===== config.mk =====
export PLATFORM = sky130hd
export DESIGN_NAME = sram_access_arbiter_flat
export DESIGN_NICKNAME = d
export VERILOG_FILES = /design/src/rtl/sram_access_arbiter_pkg.sv /design/src/rtl/sram_access_arbiter_if.sv /design/src/rtl/sram_access_arbiter_rr_pick.sv /design/src/rtl/sram_access_arbiter.sv /design/src/flat_wrapper.sv
export SDC_FILE = /design/constraint.sdc
export NUM_CORES = 1
export LEC_CHECK = 0
export BUFFER_PORTS_ARGS = -buffer_cell sky130_fd_sc_hd__buf_2
export CORE_ASPECT_RATIO = 0.75
export CORE_MARGIN = 5
export CORE_UTILIZATION = 35
export CTS_BUF_LIST = sky130_fd_sc_hd__clkbuf_16
export CTS_CLUSTER_DIAMETER = 120
export DETAILED_ROUTE_END_ITERATION = 12
export GPL_TIMING_DRIVEN = 0
export PLACE_DENSITY = 0.81
export SETUP_SLACK_MARGIN = 0.4
export SLEW_MARGIN = 20
export SYNTH_ARGS = -nofsm -noshare
export SYNTH_HDL_FRONTEND = slang
export SYNTH_SLANG_ARGS = --single-unit
export TNS_END_PERCENT = 50

===== constraint.sdc =====
create_clock -name Clock_50 -period 3.5 [get_ports Clock_50]
set_input_delay 0.7 -clock Clock_50 [delete_from_list [all_inputs] [get_ports Clock_50]]
set_output_delay 0.7 -clock Clock_50 [all_outputs]
set_load 0.01 [all_outputs]

===== src/rtl/sram_access_arbiter_pkg.sv =====
// Shared constants and types for the SRAM access arbiter: bus widths, read-return tags
// and the requester index map used across the decoder.
package sram_arb_pkg;

    localparam int SRAM_ADDR_W       = 18;
    localparam int SRAM_DATA_W       = 16;
    localparam int SRAM_READ_LATENCY = 2;
    localparam int TAG_ID_W          = 3;

    typedef struct packed {
        logic                valid;
        logic [TAG_ID_W-1:0] id;
    } sram_tag_t;

    typedef enum logic [TAG_ID_W-1:0] {
        REQ_VGA  = 3'd0,
        REQ_UART = 3'd1,
        REQ_M1   = 3'd2,
        REQ_M2   = 3'd3
    } req_id_e;

    // Next round-robin pointer after serving idx, wrapping at n.
    function automatic logic [TAG_ID_W-1:0] wrap_inc(input logic [TAG_ID_W-1:0] idx, input int n);
        if (int'(idx) >= n - 1) begin
            return '0;
        end
        return idx + TAG_ID_W'(1);
    endfunction

endpackage


===== src/rtl/sram_access_arbiter_if.sv =====
// Requester-side and SRAM-controller-side signals of the arbiter, bundled as one bus.
// master = requesters plus SRAM controller model, slave = the arbiter itself.
interface sram_access_arbiter_if #(
    parameter int NUM_REQ = 4,
    parameter int ADDR_W  = 18,
    parameter int DATA_W  = 16
);
    logic [NUM_REQ-1:0]             req_i;
    logic [NUM_REQ-1:0]             we_i;
    logic [NUM_REQ-1:0]             lock_i;
    logic [NUM_REQ-1:0][ADDR_W-1:0] addr_i;
    logic [NUM_REQ-1:0][DATA_W-1:0] wdata_i;
    logic [NUM_REQ-1:0]             grant_o;
    logic [NUM_REQ-1:0]             rdata_valid_o;
    logic [DATA_W-1:0]              rdata_o;
    logic [ADDR_W-1:0]              SRAM_address_o;
    logic [DATA_W-1:0]              SRAM_write_data_o;
    logic                           SRAM_we_n_o;
    logic [DATA_W-1:0]              SRAM_read_data_i;

    modport master (
        output req_i, we_i, lock_i, addr_i, wdata_i, SRAM_read_data_i,
        input  grant_o, rdata_valid_o, rdata_o, SRAM_address_o, SRAM_write_data_o, SRAM_we_n_o
    );

    modport slave (
        input  req_i, we_i, lock_i, addr_i, wdata_i, SRAM_read_data_i,
        output grant_o, rdata_valid_o, rdata_o, SRAM_address_o, SRAM_write_data_o, SRAM_we_n_o
    );
endinterface


===== src/rtl/sram_access_arbiter_rr_pick.sv =====
// Combinational round-robin picker: one-hot grant to the first eligible requester at or
// after ptr, wrapping to the lowest eligible index when nothing lies at or above ptr.
module rr_pick
    import sram_arb_pkg::*;
#(
    parameter int NUM_REQ = 4
) (
    input  logic [NUM_REQ-1:0]  req,
    input  logic [NUM_REQ-1:0]  mask,
    input  logic [TAG_ID_W-1:0] ptr,
    output logic [NUM_REQ-1:0]  grant
);
    logic [NUM_REQ-1:0] eligible;
    logic [NUM_REQ-1:0] at_or_after;
    logic [NUM_REQ-1:0] upper;
    logic [NUM_REQ-1:0] pick_src;

    genvar gi;
    generate
        for (gi = 0; gi < NUM_REQ; gi++) begin : g_window
            assign at_or_after[gi] = (TAG_ID_W'(gi) >= ptr);
        end
    endgenerate

    assign eligible = req & mask;
    assign upper    = eligible & at_or_after;
    assign pick_src = (|upper) ? upper : eligible;
    // Isolate the lowest set bit.
    assign grant    = pick_src & (~pick_src + NUM_REQ'(1));

endmodule


===== src/rtl/sram_access_arbiter.sv =====
// Issues one SRAM access per clock: strict priority requester, then lock owner, then
// round-robin; read data is returned with a one-hot tag READ_LATENCY clocks after issue.
module sram_access_arbiter
    import sram_arb_pkg::*;
#(
    parameter int NUM_REQ      = 4,
    parameter int ADDR_W       = SRAM_ADDR_W,
    parameter int DATA_W       = SRAM_DATA_W,
    parameter int READ_LATENCY = SRAM_READ_LATENCY,
    parameter int PRIO_REQ     = 0
) (
    input logic                  Clock_50,
    input logic                  Resetn,
    sram_access_arbiter_if.slave bus
);
    logic [NUM_REQ-1:0]  prio_mask;
    logic [NUM_REQ-1:0]  rr_mask;
    logic [NUM_REQ-1:0]  rr_grant;
    logic [NUM_REQ-1:0]  grant;
    logic [NUM_REQ-1:0]  lock_oh_reg;
    logic [NUM_REQ-1:0]  lock_oh_next;
    logic [NUM_REQ-1:0]  rdata_valid;
    logic [TAG_ID_W-1:0] rr_ptr_reg;
    logic [TAG_ID_W-1:0] rr_ptr_next;
    logic [TAG_ID_W-1:0] grant_idx;
    logic                prio_hit;
    logic                lock_hit;
    logic                accept;
    logic                grant_we;
    logic                grant_lock;
    logic [ADDR_W-1:0]   sel_addr;
    logic [DATA_W-1:0]   sel_wdata;
    logic [ADDR_W-1:0]   address_reg;
    logic [DATA_W-1:0]   write_data_reg;
    logic                we_n_reg;
    sram_tag_t           tag_next;
    sram_tag_t           tag_pipe_reg [READ_LATENCY];

    // PRIO_REQ == NUM_REQ leaves prio_mask all zero, so everyone joins round-robin.
    genvar gi;
    generate
        for (gi = 0; gi < NUM_REQ; gi++) begin : g_masks
            assign prio_mask[gi]   = (gi == PRIO_REQ);
            assign rdata_valid[gi] = tag_pipe_reg[READ_LATENCY-1].valid &&
                                     (tag_pipe_reg[READ_LATENCY-1].id == TAG_ID_W'(gi));
        end
    endgenerate

    assign rr_mask  = ~prio_mask;
    assign prio_hit = |(bus.req_i & prio_mask);
    assign lock_hit = |(bus.req_i & lock_oh_reg);

    rr_pick #(.NUM_REQ(NUM_REQ)) u_rr_pick (
        .req   (bus.req_i),
        .mask  (rr_mask),
        .ptr   (rr_ptr_reg),
        .grant (rr_grant)
    );

    always_comb begin
        grant = rr_grant;
        if (prio_hit) begin
            grant = prio_mask;
        end else if (lock_hit) begin
            grant = lock_oh_reg;
        end
    end

    // Select only the granted requester so X on idle requesters never reaches the SRAM.
    always_comb begin
        grant_idx  = '0;
        sel_addr   = '0;
        sel_wdata  = '0;
        grant_we   = 1'b0;
        grant_lock = 1'b0;
        for (int i = 0; i < NUM_REQ; i++) begin
            if (grant[i]) begin
                grant_idx  = TAG_ID_W'(i);
                sel_addr   = bus.addr_i[i];
                sel_wdata  = bus.wdata_i[i];
                grant_we   = bus.we_i[i];
                grant_lock = bus.lock_i[i];
            end
        end
    end

    assign accept = |grant;

    always_comb begin
        rr_ptr_next = rr_ptr_reg;
        if (accept && !prio_hit && !lock_hit) begin
            rr_ptr_next = wrap_inc(grant_idx, NUM_REQ);
        end
    end

    always_comb begin
        lock_oh_next = lock_oh_reg;
        if (accept && grant_lock) begin
            lock_oh_next = grant;
        end else if (accept && |(grant & lock_oh_reg)) begin
            lock_oh_next = '0;
        end else if (|lock_oh_reg && !lock_hit) begin
            lock_oh_next = '0;
        end
    end

    assign tag_next.valid = accept && !grant_we;
    assign tag_next.id    = grant_idx;

    always_ff @(posedge Clock_50 or negedge Resetn) begin
        if (!Resetn) begin
            rr_ptr_reg     <= '0;
            lock_oh_reg    <= '0;
            address_reg    <= '0;
            write_data_reg <= '0;
            we_n_reg       <= 1'b1;
        end else begin
            rr_ptr_reg  <= rr_ptr_next;
            lock_oh_reg <= lock_oh_next;
            we_n_reg    <= !(accept && grant_we);
            if (accept) begin
                address_reg <= sel_addr;
            end
            if (accept && grant_we) begin
                write_data_reg <= sel_wdata;
            end
        end
    end

    always_ff @(posedge Clock_50 or negedge Resetn) begin
        if (!Resetn) begin
            for (int i = 0; i < READ_LATENCY; i++) begin
                tag_pipe_reg[i] <= '0;
            end
        end else begin
            tag_pipe_reg[0] <= tag_next;
            for (int i = 1; i < READ_LATENCY; i++) begin
                tag_pipe_reg[i] <= tag_pipe_reg[i-1];
            end
        end
    end

    assign bus.grant_o           = grant;
    assign bus.rdata_valid_o     = rdata_valid;
    assign bus.rdata_o           = bus.SRAM_read_data_i;
    assign bus.SRAM_address_o    = address_reg;
    assign bus.SRAM_write_data_o = write_data_reg;
    assign bus.SRAM_we_n_o       = we_n_reg;

endmodule

===== src/flat_wrapper.sv =====
// flat-port wrapper written by rule: the top's interface ports become plain ports
module sram_access_arbiter_flat import sram_arb_pkg::*;
#(
    parameter int NUM_REQ      = 4,
    parameter int ADDR_W       = SRAM_ADDR_W,
    parameter int DATA_W       = SRAM_DATA_W,
    parameter int READ_LATENCY = SRAM_READ_LATENCY,
    parameter int PRIO_REQ     = 0
)
  (Clock_50, Resetn, bus_req_i, bus_we_i, bus_lock_i, bus_addr_i, bus_wdata_i, bus_SRAM_read_data_i, bus_grant_o, bus_rdata_valid_o, bus_rdata_o, bus_SRAM_address_o, bus_SRAM_write_data_o, bus_SRAM_we_n_o);
  sram_access_arbiter_if #(.NUM_REQ(NUM_REQ), .ADDR_W(ADDR_W), .DATA_W(DATA_W)) bus_i ();
  input logic Clock_50;
  input logic Resetn;
  input wire logic [$bits(bus_i.req_i)-1:0] bus_req_i;
  input wire logic [$bits(bus_i.we_i)-1:0] bus_we_i;
  input wire logic [$bits(bus_i.lock_i)-1:0] bus_lock_i;
  input wire logic [$bits(bus_i.addr_i)-1:0] bus_addr_i;
  input wire logic [$bits(bus_i.wdata_i)-1:0] bus_wdata_i;
  input wire logic [$bits(bus_i.SRAM_read_data_i)-1:0] bus_SRAM_read_data_i;
  output wire logic [$bits(bus_i.grant_o)-1:0] bus_grant_o;
  output wire logic [$bits(bus_i.rdata_valid_o)-1:0] bus_rdata_valid_o;
  output wire logic [$bits(bus_i.rdata_o)-1:0] bus_rdata_o;
  output wire logic [$bits(bus_i.SRAM_address_o)-1:0] bus_SRAM_address_o;
  output wire logic [$bits(bus_i.SRAM_write_data_o)-1:0] bus_SRAM_write_data_o;
  output wire logic [$bits(bus_i.SRAM_we_n_o)-1:0] bus_SRAM_we_n_o;
  assign bus_i.req_i = bus_req_i;
  assign bus_i.we_i = bus_we_i;
  assign bus_i.lock_i = bus_lock_i;
  assign bus_i.addr_i = bus_addr_i;
  assign bus_i.wdata_i = bus_wdata_i;
  assign bus_i.SRAM_read_data_i = bus_SRAM_read_data_i;
  assign bus_grant_o = bus_i.grant_o;
  assign bus_rdata_valid_o = bus_i.rdata_valid_o;
  assign bus_rdata_o = bus_i.rdata_o;
  assign bus_SRAM_address_o = bus_i.SRAM_address_o;
  assign bus_SRAM_write_data_o = bus_i.SRAM_write_data_o;
  assign bus_SRAM_we_n_o = bus_i.SRAM_we_n_o;
  sram_access_arbiter #(.NUM_REQ(NUM_REQ), .ADDR_W(ADDR_W), .DATA_W(DATA_W), .READ_LATENCY(READ_LATENCY), .PRIO_REQ(PRIO_REQ)) u_core (.Clock_50(Clock_50), .Resetn(Resetn), .bus(bus_i));
endmodule

== Word level (Yosys, flattened, before mapping) ==
Index checks and enable logic that the tools add are counted.

* Flip-flop bits (word level): 48
* Bits in latches: 0
* Memory bits (writable): 0
* ROM bits: 0
* Bits of input ports: 166
* Output and inout port bits: 59
* Logic and storage cells: 75
* Memories: 0

* Add/subtract/negate cells: 2
* Multiply operators: 0
* Divide/modulo/power cells: 0
* $lt $le $gt $ge: 5
* Eq/ne operators: 3
* Shift operators: 0
* Muxes and demuxes: 29
* Bitwise operators: 5
* Reductions and logical operators: 22

{| class="wikitable"
|+ Operators by type and width
! operator !! count
|-
| $mux W18 || 4
|-
| $mux W16 || 4
|-
| $mux W4 || 6
|-
| $reduce_or A4 Y1 || 5
|-
| $and A4 B4 Y4 || 4
|-
| $logic_and A1 B1 Y1 || 11
|-
| $mux W1 || 11
|-
| $ge A1 B3 Y1 const A || 2
|-
| $ge A2 B3 Y1 const A || 2
|-
| $mux W3 || 2
|-
| $add A4 B1 Y4 const B || 1
|-
| $eq A2 B2 Y1 const B || 2
|-
| $logic_not A1 Y1 || 4
|-
| $mux W2 || 2
|-
| $not A4 Y4 || 1
|-
| $add A2 B1 Y3 const B || 1
|-
| $logic_not A3 Y1 || 1
|-
| $reduce_bool A3 Y1 || 1
|-
| $eq A2 B1 Y1 const B || 1
|-
| $ge A2 B2 Y1 const B || 1
|}

== Longest topological paths before layout ==
Gate-level depths: netlist of run 1.

* Word-level depth: 16
* Gate-level depth with buffers: 11
* Mapped depth without buffers: 7

== By module ==
Synthesis of run 1 repeated with hierarchy kept, for this count alone.

* Cells, all modules: 340
* Area total of the unflattened synthesis: 3129.3 sq um

{| class="wikitable"
|+ Modules (own cells, without submodules)
! module !! instances !! cells each !! area each (sq um) !! sequential area each (sq um)
|-
| sram_access_arbiter || 1 || 320 || 3012.9 || 1177.4
|-
| rr_pick || 1 || 20 || 116.4 || 0.0
|}

== Worst setup path before layout of run 1 ==
Ideal clock, no wire load.

* Path kind: input -> register
* Start: in bus_req_i[1]
* End: reg u_core.rr_ptr_reg[1]
* Setup time: 0.128 ns
* Arrival time: 2.751 ns
* Required time: 3.372 ns
* Setup slack: 0.622 ns
* Stages on the path: 8
* Path buffers: 2
* Cells stage by stage: a22oi_1 o2111ai_1 a21oi_2 buf_2 buf_1 or2_2 ha_1 mux2_1

* Elaborated cells on any way between the ends: 22
* Classes of those cells: add/sub: 2; order compare: 1; mux: 9; bitwise: 4; reduce/logical: 6

{| class="wikitable"
|+ RTL lines
! what !! RTL line !! source
|-
| start, declared || flat_wrapper.sv:14 || <nowiki>input wire logic [$bits(bus_i.req_i)-1:0] bus_req_i;</nowiki>
|-
| $and A4 B4 Y4 || sram_access_arbiter_rr_pick.sv:26 || <nowiki>assign upper = eligible & at_or_after;</nowiki>
|-
| $reduce_or A4 Y1 || sram_access_arbiter_rr_pick.sv:27 || <nowiki>assign pick_src = (|upper) ? upper : eligible;</nowiki>
|-
| $mux W4 || sram_access_arbiter_rr_pick.sv:27 ||
|-
| $not A4 Y4 || sram_access_arbiter_rr_pick.sv:29 || <nowiki>assign grant = pick_src & (~pick_src + NUM_REQ'(1));</nowiki>
|-
| $add A4 B1 Y4 || sram_access_arbiter_rr_pick.sv:29 ||
|-
| $and A4 B4 Y4 || sram_access_arbiter_rr_pick.sv:29 ||
|-
| $mux W4 (*) || sram_access_arbiter.sv:64 || <nowiki>end else if (lock_hit) begin</nowiki>
|-
| $mux W4 (*) || sram_access_arbiter.sv:62 || <nowiki>if (prio_hit) begin</nowiki>
|-
| via bus_grant_o[3] || flat_wrapper.sv:20 || <nowiki>output wire logic [$bits(bus_i.grant_o)-1:0] bus_grant_o;</nowiki>
|-
| $mux W2 (*) || sram_access_arbiter.sv:77 || <nowiki>if (grant[i]) begin</nowiki>
|-
| via u_core.grant_idx[1] || sram_access_arbiter.sv:25 || <nowiki>logic [TAG_ID_W-1:0] grant_idx;</nowiki>
|-
| $ge A2 B2 Y1 || sram_access_arbiter_pkg.sv:24 || <nowiki>if (int'(idx) >= n - 1) begin</nowiki>
|-
| $mux W1 || sram_access_arbiter_pkg.sv:24 ||
|-
| $mux W1 || sram_access_arbiter.sv:91 || <nowiki>if (accept && !prio_hit && !lock_hit) begin</nowiki>
|-
| $mux W3 (*) || sram_access_arbiter_pkg.sv:27 || <nowiki>return idx + TAG_ID_W'(1);</nowiki>
|-
| end signal, assigned || sram_access_arbiter.sv:118 || <nowiki>rr_ptr_reg <= rr_ptr_next;</nowiki>
|-
| end, declared || sram_access_arbiter.sv:23 || <nowiki>logic [TAG_ID_W-1:0] rr_ptr_reg;</nowiki>
|}

The timed path passes the listed nets; every way through them passes the cells marked *. The select of a mux whose other input is x is not followed.
A chain may end at the register's enable or synchronous reset.

== Worst setup path in the final report of run 1 ==
* Start: in bus_req_i[1]
* End: out bus_grant_o[2]

* Word-level cells in the longest chain between the ends: 8
* Elaborated cells on any way between the ends: 10
* Classes of those cells: add/sub: 1; mux: 3; bitwise: 4; reduce/logical: 2

{| class="wikitable"
|+ Ends and longest elaborated chain
! what !! RTL line
|-
| $and A4 B4 Y4 || sram_access_arbiter_rr_pick.sv:26
|-
| $reduce_or A4 Y1 || sram_access_arbiter_rr_pick.sv:27
|-
| $mux W4 || sram_access_arbiter_rr_pick.sv:27
|-
| $not A4 Y4 || sram_access_arbiter_rr_pick.sv:29
|-
| $add A4 B1 Y4 || sram_access_arbiter_rr_pick.sv:29
|-
| $and A4 B4 Y4 || sram_access_arbiter_rr_pick.sv:29
|-
| $mux W4 (*) || sram_access_arbiter.sv:64
|-
| $mux W4 (*) || sram_access_arbiter.sv:62
|-
| end, declared || flat_wrapper.sv:20
|}

Mark *: on every way between the ends. The rest lies on a longest branch, timed or not.

==> qor.csv, run 1 <==
stage;metric;value;unit
status;outcome;completed;
sta;RSZ-0062 raised after global routing;yes;
critical_path;CP endpoint kind;output pin;
sta;Final Skew;0.00897;ns
layout;Multi-input gate area;1470;um^2
sta;Fmax;0.324;GHz
clock_tree;Num CTS Buffers;5;
sta;post-route clock period utilization;0.883;
critical_path;critical path arrival;2.39;ns
layout;number of diodes;0;
clock_tree;CTS tree;done;
critical_path;crit path launch type;input pin;
clock_tree;CTS root buffer;clkbuf_16;
sta;final-report setup violation count;0;
sta;Final Hold Viols;0;
power_and_ir_drop;IR drop worst, VDD;243;uV
power_and_ir_drop;PwrDens;596;nW/um^2
clock_tree;clock-pin transition on the worst setup and hold timing paths;0.07;ns
die;Die Y;89.1;um
place;dpl cells;610;
synthesis;count of cell types in the netlist;53;
detailed_routing;vias per cell;5.64;
power_and_ir_drop;leakage;2.15;nW
die;Initial Util;0.364;
synthesis;Mapped Cells;299;
layout;max FFs per register;18;
die;CORE AREA;8020;um^2
synthesis;Mapped Nets;466;
detailed_routing;Vias;3493;
global_route;pin count of the biggest net entering global routing;48;
sta;worst rel slew slack;0.567;
global_route;global-route wire length before repair;17.8;mm
sta;Min Clock Period, post-route;3.09;ns
critical_path;CP Data Required Time;2.80;ns
layout;Final Net Count;680;
layout;Final Cell Area;4270;um^2
synthesis;Yosys Warn Count;0;
synthesis;number of synthesized flops with an enable pin;0;
sta;setup TNS;0;ns
critical_path;crit path max fanout;10;
place;RD Place Congestion;0.948;
global_route;vias in the first global route;3561;
clock_tree;H-tree depth;2;
layout;Layout Cells excl Fill;619;
synthesis;Post-synth ARST share;1.00;
detailed_routing;1st-pass router iterations;6;
global_route;total gr overflow;0;
job;MaxCap Viol Count;0;
place;Cell Area, Placed;4080;um^2
global_route;initial antenna violation count;0;
die;Die X;115;um
clock_tree;clk sink count;47;
die;num rows;28;
layout;layout cells sized above 1;0.533;
power_and_ir_drop;Tot Pwr;0.00255;W
sta;final slew viol count;0;
detailed_routing;Initial DRC Count;282;
synthesis;register area share after synthesis;0.403;
global_route;GRT Overall Usage;0.222;
synthesis;synthesized cell area;2920;um^2
detailed_routing;Final ANT Viol Nets;0;
layout;area grow syn2layout;46.3;%
die;die area;10300;um^2
clock_tree;Clock Latency Late Sink;0.28;ns
place;port bufs;206;
clock_tree;Clock Path Buffers;2;
synthesis;Top FF cell, synth;dfrtp_1;
layout;Register Area;1180;um^2
layout;most common cell after layout, fill and taps aside;buf_2;
layout;commonest non-fill, non-tap cells in the layout;buf_2 (215), dfrtp_1 (46), nor2_1 (43);
die;Top Ports;225;
detailed_routing;WL final;12.2;mm
detailed_routing;# DRC;0;
synthesis;Yosys reg bits;47;
detailed_routing;routed len/inst;19.6;um
place;DP Wirelength;9.52;mm
critical_path;crit path kind;in2out;
synthesis;Syn Area/Cell;9.77;um^2
sta;Least-Margin Pin Slew;0.644;ns
layout;Fill cells;741;
clock_tree;hold_buf cts;0;
hold_path;path type of the worst min-delay path;reg2reg;
## Yosys cell counts (all sizes together), types with 2 or more instances
cell / count / area (um^2)
dfrtp: 46 / 1150
nor2: 43 / 161
buf: 36 / 239
a221oi: 35 / 307
nor3: 20 / 100
a221o: 18 / 180
o31ai: 16 / 120
o221a: 15 / 169
clkbuf: 11 / 41.3
inv: 6 / 22.5
a21oi: 4 / 23.8
nand2: 4 / 15.0
a21o: 3 / 22.5
a22oi: 3 / 27.5
nor2b: 3 / 18.8
nor4: 3 / 18.8
mux2i: 2 / 20.0
nand3: 2 / 10.0
o21ai: 2 / 10.0
or2: 2 / 12.5
## worst max-delay path: stages
cell     delay, ns
buf_2         0.14
a22oi_2       0.20
mux2i_1       0.11
or3_1         0.34
buf_2         0.22
inv_2         0.09
buf_4         0.20
buf_4         0.21
buf_2         0.15
## area by class of cell
cell class,instances,area share
multi-input combinational,199,0.344
sequential,47,0.276
timing repair buffer,207,0.244
buffer,47,0.0671
tap,105,0.0307
clock buffer,5,0.0293
inverter,6,0.00527
clock inverter,3,0.00469
## per-layer routing
metal,share of wire,GRT usage,up-vias
met4,0.019,0.0778,0
met3,0.10,0.0568,23
met5,0,0,-
li1,-,-,1604
met2,0.48,0.378,225
met1,0.40,0.277,1641
## timing repair
action / in CTS / in global routing
gates resized for setup: 2 / 5
setup buffers: 1 / 0
pin swaps: 1 / 0
setup endpoints to repair: 4 / 15
## logic make-up (layout without fill, tap and decap cells)
group	after synthesis	in the layout	share of synthesized area
multiplexers	3	3	0.0107
adder cells (fa/ha/maj)	1	1	0.00428
AND/OR/NAND/NOR	85	85	0.136
buffers and inverters	53	268	0.104
AO/OA/AOI/OAI	110	110	0.343
flip-flops	47	47	0.403
## metrics by stage
step                utilization  hold WS [ns]  setup slack (ns)
finish                    0.533         0.362             0.410
global route              0.533         0.371             0.270
CTS                       0.529         0.362             0.344
detailed placement        0.509         0.347            -0.186
global placement          0.509         0.332            -0.212
floorplan                     -         0.331             0.622
## power by group
part           leakage, nW  internal, W  switching (W)
logic                 1.52     0.000556       0.000627
clock network       0.0674     0.000263       0.000200
registers            0.560     0.000763       0.000138
total                 2.15      0.00158       0.000965
## worst paths after layout
| path | startpoint | to | slack (ns) | cells past startpoint |
|---|---|---|---|---|
| max | bus_req_i[1] | bus_grant_o[2] | 0.41 | 9 |
| min | u_core.tag_pipe_reg[7] | u_core.tag_pipe_reg[3] | 0.36 | 0 |
| max reg2reg | u_core.rr_ptr_reg[1] | u_core.rr_ptr_reg[1] | 0.70 | 10 |
| min reg2reg | u_core.tag_pipe_reg[7] | u_core.tag_pipe_reg[3] | 0.36 | 0 |
| max in group asynchronous | Resetn | u_core.bus.SRAM_address_o[17] | 2.64 | 1 |
| min in group asynchronous | Resetn | u_core.bus.SRAM_write_data_o[12] | 0.43 | 1 |
Note: power is estimated with default switching activity, not from simulation.
==> run 2, diff against run 1 <==
==> constraint.sdc (replaced) <==
create_clock -name Clock_50 -period 3.5 [get_ports Clock_50]
set_input_delay 0.175 -clock Clock_50 [delete_from_list [all_inputs] [get_ports Clock_50]]
set_output_delay 0.175 -clock Clock_50 [all_outputs]
set_load 0.01 [all_outputs]
==> qor.csv, run 2 (synthesis gave the netlist of run 1 again) <==
stage;metric;value;unit;change
detailed_routing;Vias;3507;;+0.40%
critical_path;Worst R2R Setup Slack;0.60;ns;-0.10 ns
place;Cell Area, Placed;4080;um^2;unchanged
layout;max FFs per register;18;;unchanged
power_and_ir_drop;IR drop worst, VDD;243;uV;about the same
sta;setup TNS;0;ns;unchanged
sta;Final Skew;0.00793;ns;-0.00105 ns
clock_tree;CTS root buffer;clkbuf_16;;
global_route;pin count of the biggest net entering global routing;48;;unchanged
global_route;met3 Track Usage GR;0.0535;;-0.00338
global_route;GRT Overall Usage;0.221;;-0.00101
critical_path;R2R cell count;9;;-1
die;Top Ports;225;;unchanged
critical_path;Critical Path Most Common Cell;buf_2;;
die;die area;10300;um^2;unchanged
detailed_routing;1st-pass router iterations;5;;-1
global_route;vias in the first global route;3553;;-0.22%
sta;post-route clock period utilization;0.830;;-0.0531
critical_path;crit path launch type;register;;
critical_path;worst reg2reg startpoint;u_core.lock_oh_reg[2];;
clock_tree;Num CTS Buffers;5;;unchanged
sta;Final Hold Slack;0.115;ns;-0.247 ns
sta;Least-Margin Pin Slew;0.671;ns;+0.0272 ns
global_route;global route hottest layer;met2;;
detailed_routing;Final ANT Viol Nets;0;;unchanged
global_route;initial antenna violation count;0;;unchanged
critical_path;crit path kind;reg2reg;;
clock_tree;H-tree depth;2;;unchanged
critical_path;reg2reg end;u_core.rr_ptr_reg[1];;
clock_tree;Clock Path Buffers;2;;unchanged
power_and_ir_drop;leakage;2.15;nW;about the same
critical_path;source of the critical timing path;u_core.lock_oh_reg[2];;
die;Die Y;89.1;um;unchanged
critical_path;critical path arrival;3.06;ns;+0.67 ns
critical_path;Cell Chain, Critical Path;buf_2 -> a22oi_1 -> nor2_1 -> nor4_1 -> buf_2 -> buf_4 -> a21o_1 -> ha_1 -> mux2_1;;
place;DP Wirelength;9.52;mm;unchanged
critical_path;crit path max fanout;10;;unchanged
sta;Min Clock Period, post-route;2.90;ns;-0.186 ns
clock_tree;Clock Latency Late Sink;0.28;ns;about the same
clock_tree;CTS tree;done;;
sta;Fmax;0.344;GHz;+6.4%
sta;final-report setup violation count;0;;unchanged
global_route;grt met2 use;0.377;;-0.00105
layout;layout cells sized above 1;0.527;;-0.00584
sta;final slew viol count;0;;unchanged
global_route;global-route wire length before repair;17.7;mm;-0.39%
layout;commonest non-fill, non-tap cells in the layout;buf_2 (217), dfrtp_1 (46), nor2_1 (43);;
sta;worst setup margin;0.596;ns;+0.186 ns
hold_path;path type of the worst min-delay path;in2reg;;
sta;Final Hold Viols;0;;unchanged
detailed_routing;routed len/inst;19.5;um;-0.54%
layout;most common cell after layout, fill and taps aside;buf_2;;
global_route;total gr overflow;0;;unchanged
layout;number of diodes;0;;unchanged
critical_path;CP endpoint kind;register;;
critical_path;CP max stage delay;0.47;ns;+0.13 ns
global_route;met1 Track Usage GR;0.277;;unchanged
detailed_routing;WL final;12.1;mm;-0.54%
sta;RSZ-0062 raised after global routing;no;;
die;Initial Util;0.364;;unchanged
detailed_routing;Initial DRC Count;245;;-13%
layout;area grow syn2layout;46.0;%;
clock_tree;clk sink count;47;;unchanged
critical_path;CP Depth;9;;unchanged
critical_path;CP Data Required Time;3.66;ns;+0.86 ns
place;port bufs;206;;unchanged
power_and_ir_drop;PwrDens;596;nW/um^2;about the same
die;num rows;28;;unchanged
critical_path;CP delay by family, top;buffers and inverters;;
clock_tree;# Post-CTS Setup Buffers;0;;-1
place;post-place setup slack;0.296;ns;+0.481 ns
job;MaxCap Viol Count;0;;unchanged
hold_path;worst hold start;bus_addr_i[54];;
detailed_routing;vias per cell;5.67;;+0.40%
sta;worst rel slew slack;0.549;;-0.0183
place;RD Place Congestion;0.948;;unchanged
critical_path;crit path to;u_core.rr_ptr_reg[1];;
layout;Final Net Count;680;;unchanged
detailed_routing;# DRC;0;;unchanged
status;outcome;completed;;
clock_tree;clock-pin transition on the worst setup and hold timing paths;0.07;ns;about the same
critical_path;crit path buf inv count;3;;-3
critical_path;slowest cell on the critical path;nor4_1;;
die;CORE AREA;8020;um^2;unchanged
die;Die X;115;um;unchanged
layout;Final Cell Area;4270;um^2;-0.15%
-- run 2: where the power goes --
| group | total, W | switching, W | internal [W] | leakage, nW |
|---|---|---|---|---|
| Clock | 0.000464 | 0.000201 | 0.000263 | 0.0674 |
| Sequential | 0.000898 | 0.000136 | 0.000763 | 0.560 |
| Combinational | 0.00118 | 0.000627 | 0.000552 | 1.52 |
| Total | 0.00254 | 0.000963 | 0.00158 | 2.15 |
-- run 2: area by class of cell --
| class | count | area [um^2] |
|---|---|---|
| fillers | 743 | 3760 |
| plain buffers | 47 | 282 |
| clock inverters | 3 | 20.0 |
| multi-input cells | 199 | 1470 |
| repair buffers | 207 | 1040 |
| inverters | 6 | 22.5 |
| flip-flops and latches | 47 | 1180 |
| well taps | 105 | 131 |
| clock buffers | 5 | 125 |
-- run 2: metal layers --
metal	wire (um)	up-vias	share of wire
met5	0	-	0
li1	-	1603	-
met3	1350	26	0.11
met1	4770	1643	0.39
met4	255	0	0.021
met2	5710	235	0.47
-- run 2: through the flow --
stage | cells | power, W | util
after CTS | 618 | 0.00255 | 0.527
after floorplan | 299 | 0.00157 | -
after global routing | 619 | 0.00271 | 0.532
final | 619 | 0.00254 | 0.532
after global placement | 610 | 0.00205 | 0.509
after detailed placement | 610 | 0.00207 | 0.509
-- run 2: worst min path at each step --
stage                                              end  cells after the start
final                     u_core.bus.SRAM_address_o[0]                      2
after global routing      u_core.bus.SRAM_address_o[6]                      2
after CTS                 u_core.bus.SRAM_address_o[0]                      2
after detailed placement        u_core.tag_pipe_reg[0]                      0
after global placement          u_core.tag_pipe_reg[3]                      0
after floorplan           u_core.bus.SRAM_address_o[0]                      0
-- run 2: what timing repair did --
item / CTS / global route
hold endpoints to repair: 0 / 46
endpoints found under the setup margin: 1 / 9
resized for setup: 1 / 3
hold buffers: 0 / 1
==> run 3, diff against run 2 <==
PLACE_DENSITY = 0.84   (was 0.81)
clock period = 2.5 ns   (was 3.5 ns; I/O delays follow)
==> qor.csv, run 3 (synthesis gave the netlist of run 1 again) <==
stage;metric;value;unit;change
status;outcome;completed;;
critical_path;crit path launch type;register;;
detailed_routing;Initial DRC Count;267;;+9.0%
clock_tree;clk sink count;47;;unchanged
critical_path;critical path arrival;2.53;ns;-0.53 ns
critical_path;Worst R2R Setup Slack;0.15;ns;-0.44 ns
detailed_routing;Vias;3685;;+5.1%
sta;Final Skew;0.00560;ns;-0.00232 ns
die;Die Y;89.1;um;unchanged
sta;RSZ-0062 raised after global routing;yes;;
hold_path;worst hold endpoint;u_core.bus.SRAM_address_o[14];;
sta;Fmax;0.426;GHz;+24%
detailed_routing;routed len/inst;19.4;um;-0.72%
layout;area grow syn2layout;75.4;%;
global_route;global-route wire length before repair;18.3;mm;+3.1%
die;Die X;115;um;unchanged
detailed_routing;WL final;12.8;mm;+6.0%
place;port bufs;206;;unchanged
detailed_routing;1st-pass router iterations;5;;unchanged
hold_path;path type of the worst min-delay path;in2reg;;
job;MaxCap Viol Count;0;;unchanged
sta;worst rel slew slack;0.582;;+0.0330
global_route;vias in the first global route;3684;;+3.7%
critical_path;worst reg2reg startpoint;u_core.lock_oh_reg[1];;
critical_path;CP max stage delay;0.44;ns;-0.03 ns
place;RD Place Congestion;0.916;;-3.4%
global_route;initial antenna violation count;0;;unchanged
critical_path;Critical Path Most Common Cell;buf_8;;
layout;Layout Cells excl Fill;661;;+6.8%
layout;commonest non-fill, non-tap cells in the layout;buf_2 (210), buf_4 (48), dfrtp_1 (43);;
layout;number of diodes;0;;unchanged
layout;final core utilization;0.639;;+0.107
critical_path;reg2reg end;u_core.rr_ptr_reg[0];;
detailed_routing;vias per cell;5.57;;-1.6%
clock_tree;Clock Path Buffers;2;;unchanged
sta;post-route clock period utilization;0.939;;+0.109
sta;setup TNS;0;ns;unchanged
detailed_routing;Final ANT Viol Nets;0;;unchanged
critical_path;slowest cell on the critical path;dfrtp_2;;
sta;Final Hold Slack;0.0685;ns;-0.0464 ns
hold_path;Worst Hold Depth;2;;unchanged
die;num rows;28;;unchanged
detailed_routing;# DRC;0;;unchanged
place;dpl cells;610;;unchanged
critical_path;Cell Chain, Critical Path;a22oi_2 -> mux2i_1 -> or3_1 -> buf_6 -> inv_4 -> buf_8 -> buf_8 -> or2_4 -> ha_4 -> o41ai_2;;
sta;Min Clock Period, post-route;2.35;ns;-0.557 ns
clock_tree;clock-pin transition on the worst setup and hold timing paths;0.07;ns;about the same
power_and_ir_drop;PwrDens;824;nW/um^2;+38%
critical_path;CP endpoint kind;register;;
die;Top Ports;225;;unchanged
power_and_ir_drop;IR drop worst, VDD;386;uV;+59%
critical_path;crit path kind;reg2reg;;
layout;Final Net Count;722;;+6.2%
critical_path;crit path max fanout;6;;-4
sta;Final Hold Viols;0;;unchanged
clock_tree;H-tree depth;2;;unchanged
layout;most common cell after layout, fill and taps aside;buf_2;;
die;die area;10300;um^2;unchanged
clock_tree;CTS root buffer;clkbuf_16;;
clock_tree;Clock Latency Late Sink;0.28;ns;about the same
critical_path;R2R cell count;10;;+1
layout;max FFs per register;18;;unchanged
sta;Least-Margin Pin Slew;0.627;ns;-0.0439 ns
critical_path;source of the critical timing path;u_core.lock_oh_reg[1];;
die;Initial Util;0.364;;unchanged
critical_path;CP Data Required Time;2.68;ns;-0.98 ns
clock_tree;Num CTS Buffers;5;;unchanged
power_and_ir_drop;leakage;2.52;nW;+17%
global_route;pin count of the biggest net entering global routing;48;;unchanged
sta;final slew viol count;0;;unchanged
global_route;total gr overflow;0;;unchanged
global_route;GRT Overall Usage;0.227;;+0.00538
die;CORE AREA;8020;um^2;unchanged
clock_tree;CTS tree;done;;
layout;layout cells sized above 1;0.635;;+0.108
place;DP Wirelength;9.11;mm;-4.3%
hold_path;worst hold start;bus_addr_i[68];;
sta;final-report setup violation count;0;;unchanged
## run 3: changes by cell type in the layout (fill, tap and decap cells not counted), moves of 4 or more
cell,delta
a221oi_1,-12
a221oi_2,+10
buf_12,+6
buf_2,-7
buf_4,+25
buf_6,+12
buf_8,+6
clkbuf_1,-9
clkbuf_2,+6
o221a_2,-4
o221a_4,+4
## run 3: report_power, final
group / internal [W] / total [W] / switching, W
registers: 0.00107 / 0.00127 / 0.000200
clock network: 0.000475 / 0.000762 / 0.000287
logic: 0.00117 / 0.00219 / 0.00102
total: 0.00271 / 0.00422 / 0.00151
## run 3: metrics by stage
step | total power (W) | setup WS, ns | instance area, um^2
2_1_floorplan | 0.00224 | 0.323 | 3000
3_3_place_gp | 0.00288 | -0.336 | 4160
3_5_place_dp | 0.00294 | -0.421 | 4160
4_1_cts | 0.00404 | 0.232 | 4810
5_1_grt | 0.00448 | 0.118 | 5120
6_report | 0.00422 | 0.154 | 5120
## run 3: metal layers
metal  track usage  vias up  share of wire
met5             0        -              0
met4        0.0554        0          0.015
met3        0.0460       19          0.098
met2         0.428      235           0.51
met1         0.265     1739           0.38
li1              -     1692              -
## run 3: timing repair
item,in CTS,in global routing
setup endpoints to repair,45,45
hold buffers,0,1
hold endpoints to repair,0,46
resized for setup,40,45
setup buffers,28,11
pin swaps,14,23
cloned,2,1
## run 3: how the worst max path moves through the flow
stage	endpoint	slack [ns]	cells past startpoint
after floorplan	u_core.rr_ptr_reg[1]	0.32	10
after global placement	u_core.bus.SRAM_write_data_o[0]	-0.34	9
after detailed placement	u_core.bus.SRAM_write_data_o[1]	-0.42	9
after CTS	u_core.bus.SRAM_write_data_o[12]	0.23	10
after global routing	u_core.rr_ptr_reg[0]	0.12	10
final	u_core.rr_ptr_reg[0]	0.15	10
## run 3: critical path, delay by kind of cell (launching register included)
family | cells | cell delay [ns]
fa+ha+maj | 1 | 0.16
mux | 1 | 0.28
simple gates | 2 | 0.39
flops | 1 | 0.44
compound gates | 2 | 0.54
buf+inv | 4 | 0.44
## run 3: area by class of cell
cell class / count / area [um^2]
clock buffer: 5 / 125
clock inverter: 3 / 46.3
inverter: 6 / 25.0
buffer: 47 / 389
multi-input combinational: 199 / 1710
fill: 665 / 2900
tap: 105 / 131
sequential: 47 / 1180
timing repair buffer: 249 / 1510
